--- src/rtl/rename_pkg.sv ---
// rename_pkg: shared constants, payload layout and tag-width helper for the rename stage
package rename_pkg;
    localparam int ARCH_REGS = 32;
    localparam int PAYLOAD_W = 101;
    localparam int PC_LSB = 0;
    localparam int PC_W = 32;
    localparam int OPCODE_LSB = 32;
    localparam int OPCODE_W = 7;
    localparam int FUNCT3_LSB = 39;
    localparam int FUNCT3_W = 3;
    localparam int FUNCT7_LSB = 42;
    localparam int FUNCT7_W = 7;
    localparam int IMM_LSB = 49;
    localparam int IMM_W = 32;
    localparam int LWSW_LSB = 81;
    localparam int LWSW_W = 2;
    localparam int MEMREAD_BIT = 83;
    localparam int MEMWRITE_BIT = 84;
    localparam int MEMTOREG_BIT = 85;
    localparam int HASIMM_BIT = 86;
    localparam int STORESIZE_BIT = 87;
    localparam int RSVD_LSB = 88;
    localparam int RSVD_W = PAYLOAD_W - RSVD_LSB;

    function automatic int tag_width(input int phys_regs);
        return $clog2(phys_regs);
    endfunction
endpackage

--- src/rtl/rename_free_list.sv ---
// rename_free_list: circular FIFO of free physical tags with count and sticky overflow flag
module rename_free_list
    import rename_pkg::*;
#(
    parameter int PHYS_REGS = 64,
    parameter int PTAG_W = tag_width(PHYS_REGS)
) (
    input  logic              clk,
    input  logic              rst,
    input  logic              pop_i,
    input  logic              push_i,
    input  logic [PTAG_W-1:0] push_tag_i,
    output logic [PTAG_W-1:0] head_o,
    output logic [PTAG_W:0]   count_o,
    output logic              overflow_o
);
    localparam int DEPTH = PHYS_REGS - ARCH_REGS;
    localparam int PTR_W = $clog2(DEPTH);

    logic [PTAG_W-1:0] mem_q [DEPTH];
    logic [PTR_W-1:0]  head_q, tail_q;
    logic [PTAG_W:0]   count_q, count_d;
    logic              ovf_q, full, do_push;

    function automatic logic [PTR_W-1:0] wrap_inc(input logic [PTR_W-1:0] p);
        return (p == PTR_W'(DEPTH - 1)) ? '0 : p + 1'b1;
    endfunction

    // A push into a full list is only legal when a pop frees the slot that same edge
    assign full       = count_q == (PTAG_W+1)'(DEPTH);
    assign do_push    = push_i && (!full || pop_i);
    assign count_d    = count_q + (PTAG_W+1)'(do_push) - (PTAG_W+1)'(pop_i);
    assign head_o     = mem_q[head_q];
    assign count_o    = count_q;
    assign overflow_o = ovf_q;

    always_ff @(posedge clk) begin
        if (rst) begin
            for (int i = 0; i < DEPTH; i++) mem_q[i] <= PTAG_W'(ARCH_REGS + i);
            head_q  <= '0;
            tail_q  <= '0;
            count_q <= (PTAG_W+1)'(DEPTH);
            ovf_q   <= 1'b0;
        end else begin
            if (do_push) mem_q[tail_q] <= push_tag_i;
            if (do_push) tail_q <= wrap_inc(tail_q);
            if (pop_i) head_q <= wrap_inc(head_q);
            count_q <= count_d;
            ovf_q   <= ovf_q | (push_i && !do_push);
        end
    end
endmodule

--- src/rtl/rename_stage.sv ---
// rename_stage: maps architectural to physical registers via a RAT and free list,
// presenting one renamed instruction per cycle through a valid/ready output register
module rename_stage #(
    parameter int PHYS_REGS = 64,
    parameter int PTAG_W = rename_pkg::tag_width(PHYS_REGS),
    parameter int PAYLOAD_W = rename_pkg::PAYLOAD_W
) (
    input  logic                 clk,
    input  logic                 rst,
    input  logic                 in_valid,
    output logic                 in_ready,
    input  logic [4:0]           in_src1,
    input  logic [4:0]           in_src2,
    input  logic [4:0]           in_dest,
    input  logic                 in_regwrite,
    input  logic [PAYLOAD_W-1:0] in_payload,
    output logic                 out_valid,
    input  logic                 out_ready,
    output logic [PTAG_W-1:0]    out_psrc1,
    output logic [PTAG_W-1:0]    out_psrc2,
    output logic [PTAG_W-1:0]    out_pdest,
    output logic [PTAG_W-1:0]    out_old_pdest,
    output logic                 out_has_dest,
    output logic [PAYLOAD_W-1:0] out_payload,
    input  logic                 commit_valid,
    input  logic                 commit_has_dest,
    input  logic [PTAG_W-1:0]    commit_old_pdest,
    output logic [PTAG_W:0]      free_count,
    output logic                 fl_overflow
);
    import rename_pkg::ARCH_REGS;

    logic [PTAG_W-1:0]    rat_q [ARCH_REGS];
    logic [PTAG_W-1:0]    fl_head;
    logic                 need_alloc, accept, pop, push;
    logic                 valid_q, has_dest_q;
    logic [PTAG_W-1:0]    psrc1_q, psrc2_q, pdest_q, old_pdest_q;
    logic [PAYLOAD_W-1:0] payload_q;

    // Readiness uses the registered free count, so a tag freed this cycle is usable next cycle
    assign need_alloc = in_regwrite && (in_dest != 5'd0);
    assign in_ready   = (!valid_q || out_ready) && (!need_alloc || free_count != '0);
    assign accept     = in_valid && in_ready;
    assign pop        = accept && need_alloc;
    assign push       = commit_valid && commit_has_dest && (commit_old_pdest != '0);

    rename_free_list #(
        .PHYS_REGS (PHYS_REGS),
        .PTAG_W    (PTAG_W)
    ) u_free_list (
        .clk        (clk),
        .rst        (rst),
        .pop_i      (pop),
        .push_i     (push),
        .push_tag_i (commit_old_pdest),
        .head_o     (fl_head),
        .count_o    (free_count),
        .overflow_o (fl_overflow)
    );

    always_ff @(posedge clk) begin
        if (rst) begin
            for (int i = 0; i < ARCH_REGS; i++) rat_q[i] <= PTAG_W'(i);
            valid_q     <= 1'b0;
            psrc1_q     <= '0;
            psrc2_q     <= '0;
            pdest_q     <= '0;
            old_pdest_q <= '0;
            has_dest_q  <= 1'b0;
            payload_q   <= '0;
        end else begin
            if (pop) rat_q[in_dest] <= fl_head;
            if (accept) begin
                valid_q     <= 1'b1;
                psrc1_q     <= rat_q[in_src1];
                psrc2_q     <= rat_q[in_src2];
                pdest_q     <= need_alloc ? fl_head : '0;
                old_pdest_q <= rat_q[in_dest];
                has_dest_q  <= need_alloc;
                payload_q   <= in_payload;
            end else if (out_ready) begin
                valid_q <= 1'b0;
            end
        end
    end

    assign out_valid     = valid_q;
    assign out_psrc1     = psrc1_q;
    assign out_psrc2     = psrc2_q;
    assign out_pdest     = pdest_q;
    assign out_old_pdest = old_pdest_q;
    assign out_has_dest  = has_dest_q;
    assign out_payload   = payload_q;
endmodule

--- config.mk ---
export PLATFORM = sky130hd
export DESIGN_NAME = rename_stage
export DESIGN_NICKNAME = d
export VERILOG_FILES = /design/src/rtl/rename_pkg.sv /design/src/rtl/rename_free_list.sv /design/src/rtl/rename_stage.sv
export SDC_FILE = /design/constraint.sdc
export NUM_CORES = 1
export LEC_CHECK = 0
export BUFFER_PORTS_ARGS = -buffer_cell sky130_fd_sc_hd__clkbuf_2
export CORE_MARGIN = 3
export CORE_UTILIZATION = 60
export DETAILED_ROUTE_END_ITERATION = 7
export GPL_TIMING_DRIVEN = 0
export PLACE_DENSITY = 0.81
export SYNTH_ARGS = -nofsm -noshare
export SYNTH_HDL_FRONTEND = slang
export SYNTH_SLANG_ARGS = --single-unit
--- constraint.sdc ---
create_clock -name clk -period 7.35 [get_ports clk]
set_input_delay 1.8375 -clock clk [delete_from_list [all_inputs] [get_ports clk]]
set_output_delay 1.8375 -clock clk [all_outputs]
set_load 0.01 [all_outputs]
After elaboration in Yosys (flattened, before gate mapping). Memories as Yosys holds them, arrays and structs flattened. A register that Yosys moved wholly into a read port is not among the register bits. Index checks and enable logic that the tools add are counted.

Bits in registers: 127. Memory bits (writable): 384. Bits of input ports: 129. Output and inout port bits: 136. Word-level logic and storage cells: 60. Memories kept: 2.

$add $sub $neg: 4. Equal/unequal tests: 3. Mux-type cells: 21. Bitwise logic cells: 1. Reductions and logical operators: 21.

Memory list: rat_q (words 32, bits a word 6, rd ports 3, clocked after memory_dff 3, wr ports 32, line rename_stage.sv:33) `logic [PTAG_W-1:0] rat_q [ARCH_REGS];`; u_free_list.mem_q (words 32, bits a word 6, rd ports 1, clocked after memory_dff 1, wr ports 32, line rename_free_list.sv:20) `logic [PTAG_W-1:0] mem_q [DEPTH];`.

Operators with widths (number): $mux 5 (6); $mux 6 (3); $mux 1 (12); $reduce_or 6->1 (2); $add 5x1->5 const B (2); $eq 5x5->1 const B (2); $logic_and 1x1->1 (8); $add 7x1->7 (1); $eq 7x6->1 const B (1); $reduce_bool 7->1 (1); $sub 7x1->7 (1); $reduce_bool 6->1 (1); $reduce_bool 5->1 (1); $logic_not 1->1 (4); $logic_or 1x1->1 (3); $reduce_bool 2->1 (1); $or 1x1->1 (1).

Logic depth before layout (Yosys ltp).
Depth in word-level cells: 14. Gate-level depth with buffers: 19. Depth with buffers taken out: 17.

Hierarchy. A second synthesis with hierarchy kept.

Cells, all modules: 2367. Area, all modules: 27243.6 sq um.

Modules (own cells, without submodules): rename_stage (instances 1, cells each 1554, area each 16857.4 sq um, sequential area each 8308.0 sq um); rename_free_list (instances 1, cells each 813, area each 10386.2 sq um, sequential area each 6226.0 sq um).

Worst setup path after synthesis. No wires, ideal clock.

Path kind: input to register. From: input port commit_old_pdest[2]. To: register u_free_list.count_q[6], in the netlist u_free_list.count_o[6]. Arrival time: 4.635 ns. Required time: 7.280 ns. Slack: 2.644 ns. Stages on the path: 16. Buffers on the path: 3. Cells stage by stage: clkbuf_1 -> or4_1 -> o311ai_4 -> o21bai_4 -> inv_2 -> buf_4 -> buf_6 -> ha_1 -> inv_1 -> fa_1 -> nand2b_1 -> a21oi_1 -> o21ai_0 -> a21oi_1 -> or3_1 -> a21oi_1.

Longest elaborated chain between the ends: 5.

RTL lines: from (decl) (line rename_stage.sv:27) `input logic [PTAG_W-1:0] commit_old_pdest,`; $reduce_bool 6->1 (line rename_stage.sv:45) `assign push = commit_valid && commit_has_dest && (commit_old_pdest != '0);`; $logic_and 1x1->1 (line rename_stage.sv:45); $logic_and 1x1->1 (line rename_free_list.sv:31) `assign do_push = push_i && (!full || pop_i);`; $add 7x1->7 (line rename_free_list.sv:32) `assign count_d = count_q + (PTAG_W+1)'(do_push) - (PTAG_W+1)'(pop_i);`; $sub 7x1->7 (line rename_free_list.sv:32); to (signal assigned) (line rename_free_list.sv:42) `count_q <= (PTAG_W+1)'(DEPTH);`; to (signal assigned) (line rename_free_list.sv:48) `count_q <= count_d;`; to (decl) (line rename_free_list.sv:22) `logic [PTAG_W:0] count_q, count_d;`.

Every way passes these cells. A chain may end at the register's enable or synchronous reset.

Final worst setup path.
From: input port in_dest[2]. To: register u_free_list.count_q[6], in the netlist u_free_list.count_o[6].

Longest elaborated chain between the ends: 11.

RTL lines: from (decl) (line rename_stage.sv:14) `input logic [4:0] in_dest,`; $reduce_bool 5->1 * (line rename_stage.sv:41) `assign need_alloc = in_regwrite && (in_dest != 5'd0);`; $logic_and 1x1->1 * (line rename_stage.sv:41); $logic_not 1->1 (line rename_stage.sv:42) `assign in_ready = (!valid_q || out_ready) && (!need_alloc || free_count != '0);`; $logic_or 1x1->1 (line rename_stage.sv:42); $logic_and 1x1->1 (line rename_stage.sv:42); $logic_and 1x1->1 (line rename_stage.sv:43) `assign accept = in_valid && in_ready;`; $logic_and 1x1->1 * (line rename_stage.sv:44) `assign pop = accept && need_alloc;`; $logic_or 1x1->1 (line rename_free_list.sv:31); $logic_and 1x1->1 (line rename_free_list.sv:31); $add 7x1->7 (line rename_free_list.sv:32); $sub 7x1->7 * (line rename_free_list.sv:32).

Mark *: on every way between the ends. The rest lies on a longest branch, timed or not.

==> results.py <==
metrics = {
    "outcome": {
        "status": "complete, but fails checks",
        "violations": "capacitance limit, slew limit",
    },
    "global_route": {
        "grt_max_degree": 15,
        "overflow": 0,
        "grt_pass1_vias": 22079,
        "grt_util_all_layers": 0.430,
        "grt_pass1_wl_mm": 145,
        "antenna_found_initial": 0,
    },
    "placement": {
        "gp_congestion": 1.16,
        "io_buffers": 259,
        "dpl.cell_count": 3270,
        "dpl_cell_area_um2": 28400,
        "hpwl_mm": 73.0,
    },
    "logic_synthesis": {
        "syn_inst": 2421,
        "synth.distinct_cells": 57,
        "synth-seq-cells": 534,
        "synth.top_cell.area_share": 0.438,
        "synthTopCellsByArea": "edfxtp_1 44%, dfxtp_1 11%, mux2i_1 11%, nand2_1 6.3%, mux4_2 4.1%",
        "synth_edf_count": 384,
        "synth_top_area_cell": "edfxtp_1",
        "yosysSeqAreaShare": 0.552,
        "syn_area_per_cell_um2": 10.9,
        "synthFlopType": "edfxtp_1",
        "synth-async-reset-ratio": 0,
        "syn_area_um2": 26300,
        "yosys_warnings": 0,
    },
    "sta": {
        "rsz0062_at_grt": "no",
        "maxSlewHeadroom": -0.0640,
        "finClkSkew_ps": 33.2,
        "finalSetupViolations": 0,
        "hold_violations": 0,
        "period_minus_slack_ps": 5470,
        "worst_pin_slew_ps": 1590,
        "period_share": 0.744,
        "timing.setup.tns_ps": 0,
        "maxSlewViolCount": 9,
        "max_freq_mhz": 183,
    },
    "route": {
        "ant_nets": 0,
        "post-route-drc-count": 0,
        "initialDrtViolationCount": 3677,
        "wl_mm": 102,
        "dr_total_vias": 22729,
        "vias_per_cell": 6.74,
        "routedWlPerCell_um": 30.3,
        "first_pass_iters": 8,
    },
    "setup_path": {
        "worstSetupEndpointType": "flip-flop",
        "cp.required_ps": 7900,
        "crit_type": "input port to flip-flop",
        "crit_arrival_ps": 6020,
        "crit_fanout": 10,
        "crit_path_start_kind": "input port",
    },
    "die": {
        "die_w_um": 215,
        "core_um2": 43200,
        "io_pins": 265,
        "fp.dieH_um": 215,
        "fp.dieArea_um2": 46400,
        "start_util": 0.610,
        "num_rows": 76,
    },
    "pwr": {
        "irDropWorstVdd_uv": 255,
        "cellLeakagePower_uw": 0.0107,
        "power.density_nw_per_um2": 252,
    },
    "clocking": {
        "post_cts_resized": 0,
        "cts-root-buf": "clkbuf_16",
        "cts.path.max_buffers": 3,
        "cts_setup_buffers": 0,
        "htree_levels": 2,
        "cts_tree": "done",
        "cts_hold_buf": 0,
        "cts_buffers": 56,
        "clkSinkCount": 534,
        "clock_latency_ps": 640,
        "clk_pin_slew_worst_paths_ps": 60,
    },
    "cells_and_area": {
        "drive_above_1_share": 0.179,
        "design_area_um2": 30300,
        "fin_cells": 3374,
        "nets": 2890,
        "n_antenna_cell": 0,
        "area_growth_pct": 15.1,
    },
    "worst_hold_path": {
        "worstHoldPathType": "flip-flop to flip-flop",
    },
    "job": {
        "cap_violations": 1,
    },
}
-- synthesized netlist by cell type, types with 9 or more instances --
master    number
a21oi_1      183
a221oi_1      18
a22o_1        18
a22oi_1      132
buf_1          9
buf_2         70
clkbuf_1     102
dfxtp_1      150
edfxtp_1     384
ha_1          17
inv_1         14
mux2i_1      290
mux4_2        48
nand2_1      444
nand2b_1      50
nand3_1       39
nor2_1       266
nor2b_1       13
nor3_1        29
nor4_1        13
o21bai_1      32
-- sequential cells by signal, summed over array words and instances, names as in the netlist, named ones only --
name	flops
out_has_dest	1
out_old_pdest	6
out_payload	101
out_pdest	6
out_psrc1	6
out_psrc2	6
out_valid	1
rat_q	192
u_free_list.count_o	7
u_free_list.head_q	5
u_free_list.mem_q	192
u_free_list.overflow_o	1
u_free_list.tail_q	5
-- metal layers --
| layer | track usage | up-vias | wire [µm] |
|---|---|---|---|
| met1 | 0.528 | 10782 | 34300 |
| met3 | 0.116 | 524 | 13400 |
| met2 | 0.672 | 2006 | 45900 |
| met4 | 0.285 | 0 | 8660 |
| li1 | - | 9417 | - |
| met5 | 0 | - | 0 |
-- cell usage in the layout (no fill, tap or decap), types with 6 or more instances in the layout --
| cell | count |
|---|---|
| nand2_1 | 444 |
| edfxtp_1 | 384 |
| mux2i_1 | 290 |
| nor2_1 | 266 |
| clkbuf_2 | 259 |
| a21oi_1 | 183 |
| dfxtp_1 | 150 |
| a22oi_1 | 132 |
| clkbuf_1 | 113 |
| buf_2 | 70 |
| clkbuf_16 | 59 |
| nand2b_1 | 50 |
| mux4_2 | 48 |
| nand3_1 | 39 |
| o21bai_1 | 32 |
| nor3_1 | 29 |
| a22o_1 | 18 |
| a221oi_1 | 18 |
| ha_1 | 17 |
| inv_1 | 14 |
| nor2b_1 | 13 |
| nor4_1 | 13 |
| clkinv_2 | 12 |
| buf_1 | 9 |
| and2_1 | 8 |
| or2_2 | 7 |
| clkbuf_8 | 7 |
| o21ai_0 | 6 |
| o21ai_1 | 6 |
| a311oi_1 | 6 |
| bufinv_16 | 6 |
| conb_1 | 6 |
-- worst max-delay path: stages --
cell      delay (ps)
buf_6            120
nor3_2          1090
a221o_2          400
or2_4            140
inv_2             90
o21bai_4         370
inv_2             60
buf_4            190
buf_6            170
ha_1             220
inv_1             80
fa_1             200
nand2b_1         110
a21oi_1           80
o21ai_0          190
a21oi_1          120
or3_1            350
a21oi_1          170
-- where the power goes --
part | leakage [µW] | switching, µW | total (µW) | internal, µW
sequential | 0.00452 | 89.0 | 3430 | 3350
combinational | 0.00519 | 842 | 1210 | 370
clock | 0.000949 | 1230 | 2980 | 1750
-- path summary, 6_finish.rpt --
| kind | from | end | slack, ps | depth (start not counted) |
|---|---|---|---|---|
| worst max-delay path | in_dest[2] | u_free_list.count_o[6] | 1880 | 18 |
| worst min-delay path | out_payload[14] | out_payload[14] | 450 | 2 |
| worst max register to register | u_free_list.count_o[3] | u_free_list.count_o[6] | 2960 | 19 |
| worst min register to register | out_payload[14] | out_payload[14] | 450 | 2 |
-- cells by family after synthesis --
kind of cell / Yosys count / share of synthesized area
AOI/OAI and AO/OA: 417 / 0.104
xor gates and xnor gates: 4 / 0.00133
adders and majority gates: 18 / 0.00884
buffers and inverters: 203 / 0.0338
DFF: 534 / 0.552
muxes: 338 / 0.151
other: 1 / 0.000142
and+or+nand+nor: 906 / 0.148
-- through the flow --
stage | hold WS (ps) | power (µW) | setup slack (ps) | utilization
after floorplan | 455 | 4140 | 2640 | -
after global placement | 442 | 4620 | 1500 | 0.657
after detailed placement | 444 | 4650 | 1390 | 0.657
after CTS | 456 | 7550 | 2040 | 0.702
after global routing | 477 | 7790 | 1740 | 0.702
final | 455 | 7630 | 1880 | 0.702
-- cell type report --
class                   instances  area, µm²
clock buffers                  77       1610
inverters                      16       60.1
repair buffers                259       1300
multi-input cells            1689      10900
fillers                      3245      12900
clock inverters                27        307
plain buffers                 187        831
flip-flops and latches        534      14500
well taps                     585        732
(Power assumes the default switching activity.)
